`src/rtl/rfid_pcd_rx_decoder_if.sv`:
```
// Decoded-byte valid/ready interface between the PCD receive decoder and its consumer.
interface rfid_pcd_rx_decoder_if;
    logic [7:0] data_out;
    logic       valid_out;
    logic       ready_in;
    logic [3:0] last_bits_out;

    modport master (output data_out, valid_out, last_bits_out, input ready_in);
    modport slave  (input data_out, valid_out, last_bits_out, output ready_in);
endinterface

```
`src/rtl/rfid_pcd_rx_decoder.sv`:
```
// ISO14443A PICC->PCD Manchester receiver: bit recovery, odd parity, byte handshake.
// Optional CRC_A residue check is enabled by defining RFID_RX_CRC_CHECK_EN.
//
// state       | meaning
// S_IDLE      | waiting for env_in rising edge with enable_in=1
// S_START     | sampling the start bit half pair
// S_DATA      | collecting data/parity bits, emitting bytes
// S_WAIT_IDLE | after a coding violation, wait for 2*HALF_BIT quiet cycles
module rfid_pcd_rx_decoder #(
    parameter int HALF_BIT  = 640,
    parameter int MAX_BYTES = 32
) (
    input  logic       clk_in,
    input  logic       rst_in,
    input  logic       env_in,
    input  logic       enable_in,
    rfid_pcd_rx_decoder_if.master byte_if,
    output logic       busy_out,
    output logic       done_out,
    output logic [2:0] err_out,
    output logic [5:0] byte_cnt_out
`ifdef RFID_RX_CRC_CHECK_EN
    ,
    output logic       crc_ok_out
`endif
);

    localparam int TW = 13;
    localparam logic [TW-1:0] T_QTR  = TW'(HALF_BIT / 2 - 1);
    localparam logic [TW-1:0] T_HALF = TW'(HALF_BIT - 1);
    localparam logic [TW-1:0] T_QUIET = TW'(2 * HALF_BIT - 1);

    typedef enum logic [1:0] {S_IDLE, S_START, S_DATA, S_WAIT_IDLE} state_t;

    state_t          state_q;
    logic [TW-1:0]   timer_q;
    logic            phase_q;
    logic            a_q;
    logic            env_prev_q;
    logic [3:0]      bit_cnt_q;
    logic [7:0]      shreg_q;
    logic [7:0]      frm_bytes_q;
    logic [7:0]      data_q;
    logic            valid_q;
    logic [3:0]      last_bits_q;
    logic            done_q;
    logic [2:0]      err_q;
    logic [5:0]      byte_cnt_q;

    logic            tick_d;
    logic            sample_b_d;
    logic            is_bit_d;
    logic            bit_val_d;
    logic            eof_d;
    logic            viol_d;
    logic            in_data_d;
    logic            emit_d;
    logic [3:0]      emit_bits_d;

`ifdef RFID_RX_CRC_CHECK_EN
    logic [15:0]     crc_q;
    logic            crc_ok_q;

    function automatic logic [15:0] crc_a_upd(input logic [15:0] c, input logic [7:0] d);
        logic [15:0] r;
        r = c ^ {8'h00, d};
        for (int i = 0; i < 8; i++) begin
            r = r[0] ? ((r >> 1) ^ 16'h8408) : (r >> 1);
        end
        return r;
    endfunction

    assign crc_ok_out = crc_ok_q;
`endif

    always_comb begin
        tick_d      = (timer_q == '0);
        sample_b_d  = tick_d && phase_q;
        is_bit_d    = a_q ^ env_in;
        bit_val_d   = a_q;
        eof_d       = !a_q && !env_in;
        // A new byte beyond MAX_BYTES aborts the frame like a bad half pair.
        viol_d      = (a_q && env_in) ||
                      (is_bit_d && bit_cnt_q == 4'd0 && int'(frm_bytes_q) >= MAX_BYTES);
        in_data_d   = enable_in && state_q == S_DATA && sample_b_d;
        emit_d      = 1'b0;
        emit_bits_d = 4'd8;
        if (in_data_d && !viol_d) begin
            if (eof_d && bit_cnt_q != 4'd0) begin
                emit_d      = 1'b1;
                emit_bits_d = bit_cnt_q;
            end else if (is_bit_d && bit_cnt_q == 4'd8) begin
                emit_d = 1'b1;
            end
        end
    end

    always_ff @(posedge clk_in or posedge rst_in) begin
        if (rst_in) begin
            state_q     <= S_IDLE;
            timer_q     <= '0;
            phase_q     <= 1'b0;
            a_q         <= 1'b0;
            env_prev_q  <= 1'b0;
            bit_cnt_q   <= '0;
            shreg_q     <= '0;
            frm_bytes_q <= '0;
            data_q      <= '0;
            valid_q     <= 1'b0;
            last_bits_q <= '0;
            done_q      <= 1'b0;
            err_q       <= '0;
            byte_cnt_q  <= '0;
`ifdef RFID_RX_CRC_CHECK_EN
            crc_q       <= 16'h6363;
            crc_ok_q    <= 1'b0;
`endif
        end else begin
            done_q     <= 1'b0;
            env_prev_q <= env_in;

            if (valid_q && byte_if.ready_in) begin
                valid_q <= 1'b0;
            end
            if (emit_d) begin
                if (valid_q && !byte_if.ready_in) begin
                    err_q[2] <= 1'b1;
                end else begin
                    data_q      <= shreg_q;
                    last_bits_q <= emit_bits_d;
                    valid_q     <= 1'b1;
                    if (byte_cnt_q != 6'd63) begin
                        byte_cnt_q <= byte_cnt_q + 6'd1;
                    end
                end
            end

            if (!enable_in) begin
                state_q <= S_IDLE;
            end else begin
                case (state_q)
                    S_IDLE: begin
                        if (env_in && !env_prev_q) begin
                            state_q     <= S_START;
                            timer_q     <= T_QTR;
                            phase_q     <= 1'b0;
                            bit_cnt_q   <= '0;
                            shreg_q     <= '0;
                            frm_bytes_q <= '0;
                            err_q       <= '0;
                            byte_cnt_q  <= '0;
`ifdef RFID_RX_CRC_CHECK_EN
                            crc_q       <= 16'h6363;
                            crc_ok_q    <= 1'b0;
`endif
                        end
                    end
                    S_START, S_DATA: begin
                        if (!tick_d) begin
                            timer_q <= timer_q - TW'(1);
                        end else if (!phase_q) begin
                            a_q     <= env_in;
                            phase_q <= 1'b1;
                            timer_q <= T_HALF;
                        end else begin
                            phase_q <= 1'b0;
                            timer_q <= T_HALF;
                            if (state_q == S_START) begin
                                state_q <= (is_bit_d && bit_val_d) ? S_DATA : S_IDLE;
                            end else if (viol_d) begin
                                err_q[1] <= 1'b1;
                                done_q   <= 1'b1;
                                state_q  <= S_WAIT_IDLE;
                                timer_q  <= T_QUIET;
                            end else if (eof_d) begin
                                done_q  <= 1'b1;
                                state_q <= S_IDLE;
`ifdef RFID_RX_CRC_CHECK_EN
                                crc_ok_q <= (bit_cnt_q == 4'd0) && (crc_q == 16'h0000) &&
                                            (byte_cnt_q >= 6'd3);
`endif
                            end else if (bit_cnt_q != 4'd8) begin
                                shreg_q[bit_cnt_q[2:0]] <= bit_val_d;
                                bit_cnt_q               <= bit_cnt_q + 4'd1;
                            end else begin
                                // Odd parity: data bits plus parity bit must XOR to 1.
                                if (!(^shreg_q ^ bit_val_d)) begin
                                    err_q[0] <= 1'b1;
                                end
                                bit_cnt_q <= '0;
                                shreg_q   <= '0;
                                if (frm_bytes_q != 8'hFF) begin
                                    frm_bytes_q <= frm_bytes_q + 8'd1;
                                end
`ifdef RFID_RX_CRC_CHECK_EN
                                crc_q <= crc_a_upd(crc_q, shreg_q);
`endif
                            end
                        end
                    end
                    S_WAIT_IDLE: begin
                        if (env_in) begin
                            timer_q <= T_QUIET;
                        end else if (tick_d) begin
                            state_q <= S_IDLE;
                        end else begin
                            timer_q <= timer_q - TW'(1);
                        end
                    end
                    default: state_q <= S_IDLE;
                endcase
            end
        end
    end

    assign byte_if.data_out      = data_q;
    assign byte_if.valid_out     = valid_q;
    assign byte_if.last_bits_out = last_bits_q;
    assign busy_out              = (state_q != S_IDLE);
    assign done_out              = done_q;
    assign err_out               = err_q;
    assign byte_cnt_out          = byte_cnt_q;

endmodule

```
`src/flat_wrapper.sv`:
```
// flat-port wrapper written by rule: the top's interface ports become plain ports
module rfid_pcd_rx_decoder_flat 
#(
    parameter int HALF_BIT  = 640,
    parameter int MAX_BYTES = 32
)
  (clk_in, rst_in, env_in, enable_in, busy_out, done_out, err_out, byte_cnt_out, byte_if_data_out, byte_if_valid_out, byte_if_last_bits_out, byte_if_ready_in);
  rfid_pcd_rx_decoder_if byte_if_i ();
  input  logic clk_in;
  input  logic rst_in;
  input  logic env_in;
  input  logic enable_in;
  output logic busy_out;
  output logic done_out;
  output logic [2:0] err_out;
  output logic [5:0] byte_cnt_out;
  output wire logic [$bits(byte_if_i.data_out)-1:0] byte_if_data_out;
  output wire logic [$bits(byte_if_i.valid_out)-1:0] byte_if_valid_out;
  output wire logic [$bits(byte_if_i.last_bits_out)-1:0] byte_if_last_bits_out;
  input wire logic [$bits(byte_if_i.ready_in)-1:0] byte_if_ready_in;
  assign byte_if_data_out = byte_if_i.data_out;
  assign byte_if_valid_out = byte_if_i.valid_out;
  assign byte_if_last_bits_out = byte_if_i.last_bits_out;
  assign byte_if_i.ready_in = byte_if_ready_in;
  rfid_pcd_rx_decoder #(.HALF_BIT(HALF_BIT), .MAX_BYTES(MAX_BYTES)) u_core (.clk_in(clk_in), .rst_in(rst_in), .env_in(env_in), .enable_in(enable_in), .byte_if(byte_if_i), .busy_out(busy_out), .done_out(done_out), .err_out(err_out), .byte_cnt_out(byte_cnt_out));
endmodule
```
`config.mk`:
```
export PLATFORM = sky130hd
export DESIGN_NAME = rfid_pcd_rx_decoder_flat
export DESIGN_NICKNAME = d
export VERILOG_FILES = /design/src/rtl/rfid_pcd_rx_decoder_if.sv /design/src/rtl/rfid_pcd_rx_decoder.sv /design/src/flat_wrapper.sv
export SDC_FILE = /design/constraint.sdc
export NUM_CORES = 1
export LEC_CHECK = 0
export BUFFER_PORTS_ARGS = -buffer_cell sky130_fd_sc_hd__buf_2
export CAP_MARGIN = 10
export CORE_ASPECT_RATIO = 1.4
export CORE_MARGIN = 8
export CORE_UTILIZATION = 40
export CTS_CLUSTER_SIZE = 40
export DETAILED_ROUTE_END_ITERATION = 6
export GPL_TIMING_DRIVEN = 0
export PLACE_DENSITY_LB_ADDON = 0.05
export REMOVE_ABC_BUFFERS = 1
export SLEW_MARGIN = 40
export SYNTH_ARGS = -nofsm -noshare
export SYNTH_HDL_FRONTEND = slang
export SYNTH_SLANG_ARGS = --single-unit
export TNS_END_PERCENT = 1
```
`constraint.sdc`:
```
create_clock -name clk_in -period 3.6 [get_ports clk_in]
set_clock_uncertainty 0.05 [all_clocks]
set_input_delay 0.54 -clock clk_in [delete_from_list [all_inputs] [get_ports clk_in]]
set_output_delay 0.54 -clock clk_in [all_outputs]
set_load 0.02 [all_outputs]
```
==> Word level (Yosys, flattened, before mapping) <==
Cells that the tools add are included.
{ "totals": {"ff_bits": 61, "input_bits": 5, "output_inout_bits": 24, "word_cells": 174} }
{ "op_classes": {"addsub": 4, "order_cmp": 3, "n_eq_ne": 24, "n_mux": 85, "n_bitwise": 4, "n_reduce_logical": 38} }
{ "ops": {"columns": ["op", "n"], "rows": [
  ["two-way mux 8 bit", 14],
  ["two-way mux 13 bit", 6],
  ["case mux 13 bit (3 select lines)", 1],
  ["two-way mux 4 bit", 9],
  ["two-way mux 6 bit", 6],
  ["case mux 8 bit (2 select lines)", 2],
  ["two-way mux 2 bit", 13],
  ["two-way mux 1 bit", 25],
  ["AND reduction 10 bit", 2],
  ["logical AND 1 bit", 15],
  ["zero test 13 bit", 1],
  ["subtractor 13 x 1 -> 13 bit (second input constant)", 1],
  ["inequality test 3 x 2 -> 1 bit (second input constant)", 4],
  ["two-way mux 11 bit", 1],
  ["inequality test 2 x 1 -> 1 bit (second input constant)", 5],
  ["inequality test 2 bit (second input constant)", 5],
  ["adder 8 x 1 -> 8 bit (second input constant)", 1],
  ["bitwise mux 8 bit", 1],
  [">= comparator 8 x 6 -> 1 bit (second input constant)", 1],
  ["inequality test 8 bit (second input constant)", 1],
  ["case mux 4 bit (2 select lines)", 1],
  ["AND reduction 4 bit", 2],
  ["AND reduction 8 bit", 1],
  ["parity 8 bit", 1],
  ["other kinds (29)", 39]
]} }

==> Longest topological paths before layout <==
Gate-level depths: netlist of the first run.
{ "logic_depth": {"depth_word": 12, "depth_mapped": 10, "mapped_depth_nobuf": 7} }

==> Worst setup path after synthesis of the first run <==
Ideal clock, no wire load.
{ "synth_path": {"path_type": "flip-flop to flip-flop", "from": "reg u_core.bit_cnt_q[0]", "to": "reg u_core.bit_cnt_q[3]", "setup_ps": 110, "arrival_ps": 2248, "t_required_ps": 3440, "path_slack_ps": 1192, "path_stages_with_launch": 11, "n_path_buf": 3, "synth_period_minus_slack_ps": 2408, "cell_sequence": "dfrtp_1 -> clkbuf_1 -> inv_1 -> ha_1 -> nand3b_1 -> o31ai_2 -> o31a_1 -> buf_6 -> buf_2 -> o31ai_1 -> o41ai_1"} }
{ "synth_via": {"elab_chain_cells": 8, "elab_cells_between_ends": 15, "cone_classes": "add/sub: 1; eq/ne: 2; mux: 7; reduce/logical: 5"} }
{ "synth_rtl": {"columns": ["item", "line_no", "rtl"], "rows": [
  ["start, declared", "rfid_pcd_rx_decoder.sv:40", "logic [3:0] bit_cnt_q;"],
  ["start signal, assigned", "rfid_pcd_rx_decoder.sv:184", "bit_cnt_q <= bit_cnt_q + 4'd1;"],
  ["adder 4 x 1 -> 4 bit or inequality test 4 bit (tied branches)", "rfid_pcd_rx_decoder.sv:184, rfid_pcd_rx_decoder.sv:182", null],
  ["two-way mux 4 bit", "rfid_pcd_rx_decoder.sv:182", "end else if (bit_cnt_q != 4'd8) begin"],
  ["two-way mux 4 bit", "rfid_pcd_rx_decoder.sv:175", "end else if (eof_d) begin"],
  ["two-way mux 4 bit", "rfid_pcd_rx_decoder.sv:170", "end else if (viol_d) begin"],
  ["two-way mux 4 bit", "rfid_pcd_rx_decoder.sv:168", "if (state_q == S_START) begin"],
  ["two-way mux 4 bit", "rfid_pcd_rx_decoder.sv:161", "end else if (!phase_q) begin"],
  ["two-way mux 4 bit", "rfid_pcd_rx_decoder.sv:159", "if (!tick_d) begin"],
  ["case mux 4 bit (2 select lines)", "rfid_pcd_rx_decoder.sv:141", "case (state_q)"]
]} }
Parallel ways exist; a longest one is shown, timed or not. The select of a mux whose other input is x is not followed.
A chain may end at the register's enable or synchronous reset.

==> Final worst setup path of the first run <==
Ends and elaborated chain as after synthesis.

==> results.json, run 1 <==
{
  "outcome": "finished clean",
  "grt_max_degree": 37,
  "rsz0062_at_grt": "false",
  "clk_latency_ns": 0.33,
  "layout_common_cells": "dfrtp_1 (61), nand2_1 (51), buf_2 (30), nor2_1 (28), o31ai_1 (25)",
  "synth_edf_count": 0,
  "antennaDiodeCount": 0,
  "drtIter0Drc": 94,
  "cts_sinks": 61,
  "min_path_type": "in2async",
  "layout_commonest_cell": "dfrtp_1",
  "cap_viol_max_count": 0,
  "antenna_found_initial": 0,
  "port_buffers": 28,
  "vias_per_cell": 5.70,
  "netlist_area_um2": 3700,
  "final_area_um2": 4190,
  "syn_avg_cell_area_um2": 9.04,
  "slowest_stage": "nor3_1",
  "max_slew_margin": 0.492,
  "grt_pass1_vias": 3038,
  "start_kind": "flip-flop",
  "coreArea_um2": 9030,
  "drive_gt1_frac": 0.149,
  "clkSlewWorstSetupHoldPaths_ns": 0.06,
  "finalMaxSlewViolations": 0,
  "tritoncts": "yes",
  "dpl_cell_area_um2": 3890,
  "fin_tns_setup_ns": 0,
  "worst_ep_arrival_time_ns": 3.02,
  "ys_seq_area_frac": 0.413,
  "postCtsResizedCells": 0,
  "die_h_um": 130,
  "crit_required_ns": 3.77,
  "setup_viol": 0,
  "rr_startpoint": "u_core.bit_cnt_q[0]",
  "die_area_um2": 12600,
  "area_growth_pct": 13.2,
  "htree_levels": 3,
  "drt_wl_total_um": 9170,
  "worstReg2RegEnd": "u_core.bit_cnt_q[3]",
  "io_pins": 29,
  "period_share": 0.791,
  "crit_path_start": "u_core.bit_cnt_q[0]",
  "syn_inst": 409,
  "cts_buffers": 9,
  "cts_root_buf": "clkbuf_16",
  "final_antenna_net_count": 0,
  "async_flop_share": 1.00,
  "p_per_area_nw_per_um2": 538,
  "cts_max_path_buffers": 2,
  "post_cts_buffers": 0,
  "fill_cells": 892,
  "start_util": 0.410,
  "yosysUniqueCellTypes": 63,
  "crit_path_max_incr_delay_ns": 0.56,
  "post_drt_wl_per_cell_um": 16.9,
  "ys_warn_count": 0,
  "crit_path_end": "u_core.bit_cnt_q[3]",
  "critPathCaptureType": "flip-flop",
  "ctsHoldBuffers": 0,
  "grtUsageTotal": 0.147,
  "die_w_um": 97.3,
  "finalCriticalPeriod_ns": 2.85,
  "seqCellArea_um2": 1530,
  "irDropWorstVdd_v": 0.000313,
  "utilization": 0.464,
  "crit_chain": "inv_1, ha_1, nand3b_1, o31ai_4, nor3_1, o21ai_0, o41ai_1",
  "grt_first_pass_wirelength_um": 15100,
  "firstDrtPassIters": 4,
  "max_freq_mhz": 351,
  "rows": 41,
  "gp_congestion": 0.806,
  "vias": 3090,
  "nets": 449,
  "p_leak_nw": 1.88,
  "cp_max_fo": 10,
  "path_class": "reg2reg",
  "reg2reg_depth": 7,
  "drc": 0,
  "worst_slew_pin_slew_ns": 0.760,
  "hold_viol_final": 0,
  "synth-seq-cells": 61,
  "reg2reg_slack_ns": 0.75,
  "synth_ff_type": "dfrtp_1",
  "multiInputGateArea_um2": 1990,
  "dp_hpwl_um": 6700,
  "grt-ovfl-total": 0
}
## state kept, by name (all words and copies together) (netlist names)
register,cells
u_core.bit_cnt_q,4
u_core.done_out,1
u_core.a_q,1
u_core.shreg_q,8
u_core.env_prev_q,1
u_core.state_q,2
u_core.byte_if.valid_out,1
u_core.byte_cnt_out,6
u_core.err_out,3
u_core.byte_if.data_out,8
u_core.byte_if.last_bits_out,4
u_core.phase_q,1
u_core.timer_q,13
u_core.frm_bytes_q,8
## Yosys cell counts (all sizes together), types with 3 or more instances
cell,n,area (um^2)
inv,20,75.1
nand2,51,191
o21ai,20,100
ha,14,175
xnor2,9,78.8
nor2,29,111
nor2b,6,37.5
nor4,8,80.1
nand3,16,80.1
nor3,11,55.1
o31ai,26,200
dfrtp,61,1530
xor2,4,35.0
nand3b,4,30.0
a211oi,3,22.5
or3,6,40.0
a31oi,8,50.1
clkbuf,12,55.1
buf,9,65.1
nand4,5,37.5
nor3b,4,30.0
a21o,3,22.5
a21oi,21,105
mux2i,4,40.0
nand2b,4,25.0
and3,8,52.6
a2111oi,3,32.5
or4,6,45.0
## critical path, delay by kind of cell (launching register included)
family | cells | cell delay [ns]
AO/OA/AOI/OAI | 3 | 0.92
adder cells (fa/ha/maj) | 1 | 0.30
buffers and inverters | 1 | 0.21
flip-flops | 1 | 0.52
AND/OR/NAND/NOR | 2 | 0.74
## how the worst min path moves through the flow
| stage | start | to | slack, ns | cells past startpoint |
|---|---|---|---|---|
| detailed placement | u_core.byte_if.data_out[0] | u_core.byte_if.data_out[0] | 0.40 | 2 |
| finish | rst_in | u_core.byte_if.data_out[6] | 0.14 | 2 |
| global placement | u_core.byte_if.data_out[0] | u_core.byte_if.data_out[0] | 0.40 | 2 |
| CTS | rst_in | u_core.byte_if.data_out[6] | 0.14 | 2 |
| global route | rst_in | u_core.byte_if.data_out[6] | 0.17 | 2 |
| floorplan | u_core.timer_q[12] | u_core.timer_q[12] | 0.42 | 1 |
## routing by layer
metal,track usage,vias to the layer above,wire (um)
met5,0,-,0
met4,0.0921,0,257
met3,0.0238,17,274
met2,0.263,47,4740
met1,0.161,1482,3890
li1,-,1544,-
## kinds of logic (layout without fill, tap and decap cells)
kind of cell / after synthesis / count (layout) / synth area share
buf+inv: 41 / 67 / 0.0528
compound gates: 110 / 110 / 0.204
fa+ha+maj: 14 / 14 / 0.0474
xor+xnor: 13 / 13 / 0.0308
mux: 4 / 4 / 0.0108
flops: 61 / 61 / 0.413
simple gates: 166 / 166 / 0.241
## per-stage QoR
stage	std cells	power, mW	worst slack, ns	hold WS, ns
final	542	2.25	0.754	0.137
after global routing	542	2.39	0.534	0.166
after CTS	542	2.28	0.491	0.138
after detailed placement	526	1.45	0.185	0.400
after global placement	523	1.44	0.0755	0.397
after floorplan	388	1.28	0.989	0.416
## power by group
part           internal, mW  switching (mW)
combinational         0.201           0.379
clock                 0.501           0.316
sequential            0.752           0.105
total                  1.45           0.801
## cell type report
type                       count  area share
tap                          107      0.0320
clock buffer                  11      0.0604
clock inverter                 5     0.00837
inverter                      20      0.0185
sequential                    61       0.365
multi-input combinational    307       0.476
timing repair buffer          31      0.0406
Note: power is estimated with default switching activity, not from simulation.
==> run 2, diff against run 1 <==
Clock period 3.6 ns to 2.49 ns, I/O delays scaled along.
==> results.json, run 2 (same netlist as run 1, synthesis figures left out) <==
{
  "min_to": "u_core.env_prev_q",
  "critPathCaptureType": "flip-flop",
  "worst_slew_pin_slew_ns": 0.764,
  "drive_gt1_frac": 0.186,
  "crit_required_ns": 2.70,
  "final_antenna_net_count": 0,
  "worst_ep_arrival_time_ns": 2.65,
  "grt_max_degree": 37,
  "p_leak_nw": 1.91,
  "crit_family": "simple AND/OR/NAND/NOR gates",
  "cts_sinks": 61,
  "firstDrtPassIters": 4,
  "rows": 41,
  "timing.final.ws_setup_ns": 0.0497,
  "die_w_um": 97.3,
  "coreArea_um2": 9030,
  "worstReg2RegEnd": "u_core.frm_bytes_q[2]",
  "p_per_area_nw_per_um2": 775,
  "cp_max_fo": 13,
  "power_mw": 3.33,
  "max_freq_mhz": 410,
  "outcome": "finished clean",
  "grt-ovfl-total": 0,
  "dp_hpwl_um": 6700,
  "min_path_type": "in2reg",
  "finalMaxSlewViolations": 0,
  "rr_startpoint": "u_core.bit_cnt_q[0]",
  "cp_num_buf_inv": 1,
  "htree_levels": 3,
  "cts_max_path_buffers": 2,
  "io_pins": 29,
  "post_drt_wl_per_cell_um": 17.2,
  "area_growth_pct": 16.2,
  "pre_cts_ws_ns": -0.759,
  "grt_pass1_vias": 3107,
  "rsz0062_at_grt": "true",
  "gp_congestion": 0.806,
  "clkSlewWorstSetupHoldPaths_ns": 0.05,
  "clk_latency_ns": 0.33,
  "setup_viol": 0,
  "reg2reg_slack_ns": 0.05,
  "drt_wl_total_um": 9400,
  "cts_buffers": 9,
  "layout_common_cells": "dfrtp_1 (59), nand2_1 (49), buf_2 (30), nor2_1 (28), o31ai_1 (25)",
  "start_util": 0.410,
  "grtUsageTotal": 0.149,
  "layout_commonest_cell": "dfrtp_1",
  "grt_first_pass_wirelength_um": 15300,
  "crit_path_max_incr_delay_ns": 0.53,
  "nets": 454,
  "crit_chain": "inv_1, ha_1, nand3b_1, o31ai_4, o31a_4, or4_1, a21oi_1",
  "start_kind": "flip-flop",
  "antennaDiodeCount": 0,
  "tritoncts": "yes",
  "drtIter0Drc": 86,
  "reg2reg_depth": 7,
  "die_h_um": 130,
  "cap_viol_max_count": 0,
  "irDropWorstVdd_v": 0.000456,
  "holdPathStages": 1,
  "max_slew_margin": 0.490,
  "regMostFlops": "u_core.timer_q",
  "port_buffers": 28,
  "finalCriticalPeriod_ns": 2.44,
  "drc": 0,
  "hold_viol_final": 0,
  "die_area_um2": 12600,
  "cts_root_buf": "clkbuf_16",
  "largest_register_ffs": 13,
  "path_class": "reg2reg",
  "period_share": 0.980,
  "antenna_found_initial": 0,
  "vias_per_cell": 5.77,
  "hold_start": "env_in",
  "vias": 3158,
  "slowest_stage": "or4_1"
}
-- run 2: cell types whose count changed in the layout (fill, tap and decap cells not counted), sizes merged --
| cell | change |
|---|---|
| buf | +3 |
| dlygate4sd3 | +1 |
| o31a | +1 |
-- run 2: worst max path at each step --
stage | startpoint | end | slack, ns | cells past startpoint
2_1_floorplan | u_core.bit_cnt_q[0] | u_core.frm_bytes_q[0] | -0.04 | 7
3_3_place_gp | env_in | u_core.frm_bytes_q[1] | -0.87 | 8
3_5_place_dp | env_in | u_core.bit_cnt_q[1] | -0.76 | 8
4_1_cts | u_core.bit_cnt_q[0] | u_core.frm_bytes_q[7] | -0.01 | 7
5_1_grt | u_core.timer_q[5] | u_core.frm_bytes_q[7] | -0.09 | 5
6_report | u_core.bit_cnt_q[0] | u_core.frm_bytes_q[2] | 0.05 | 7
-- run 2: per-layer routing --
metal | track usage | share of wire
met1 | 0.163 | 0.42
met2 | 0.264 | 0.52
met3 | 0.0243 | 0.029
met4 | 0.0975 | 0.031
met5 | 0 | 0
-- run 2: report_power, final --
group	leakage, nW	total [mW]	internal [mW]	switching (mW)
registers	0.820	1.25	1.09	0.161
clock network	0.130	1.19	0.725	0.461
logic	0.958	0.896	0.321	0.575
-- run 2: worst reg2reg max path, delay by kind of cell (launching register included) --
family | cells | cell delay (ns)
buffers and inverters | 1 | 0.17
AOI/OAI and AO/OA | 3 | 0.65
adders and majority gates | 1 | 0.30
DFF | 1 | 0.46
and+or+nand+nor | 2 | 0.74
-- run 2: timing repair --
item | CTS | global route
pin swaps | 1 | 4
hold buffers | 1 | 0
hold endpoints to repair | 25 | 0
setup buffers | 2 | 1
setup endpoints to repair | 38 | 28
cloned | 0 | 1
gates resized for setup | 12 | 9
-- run 2: metrics by stage --
stage          TNS, ns  instances  hold WS, ns   util  instance area [um^2]
2_1_floorplan  -0.0812        388        0.355      -                  3580
3_3_place_gp    -40.79        523        0.397  0.427                  3850
3_5_place_dp    -14.86        526        0.327  0.431                  3890
4_1_cts        -0.0184        545        0.230  0.471                  4250
5_1_grt         -0.784        547        0.238  0.476                  4300
6_report             0        547        0.234  0.476                  4300
-- run 2: area by class of cell --
class	count	area, um^2
clock buffer	11	253
clock inverter	5	35.0
fill	894	4730
inverter	20	77.6
multi-input combinational	308	2070
sequential	61	1530
tap	107	134
timing repair buffer	35	203
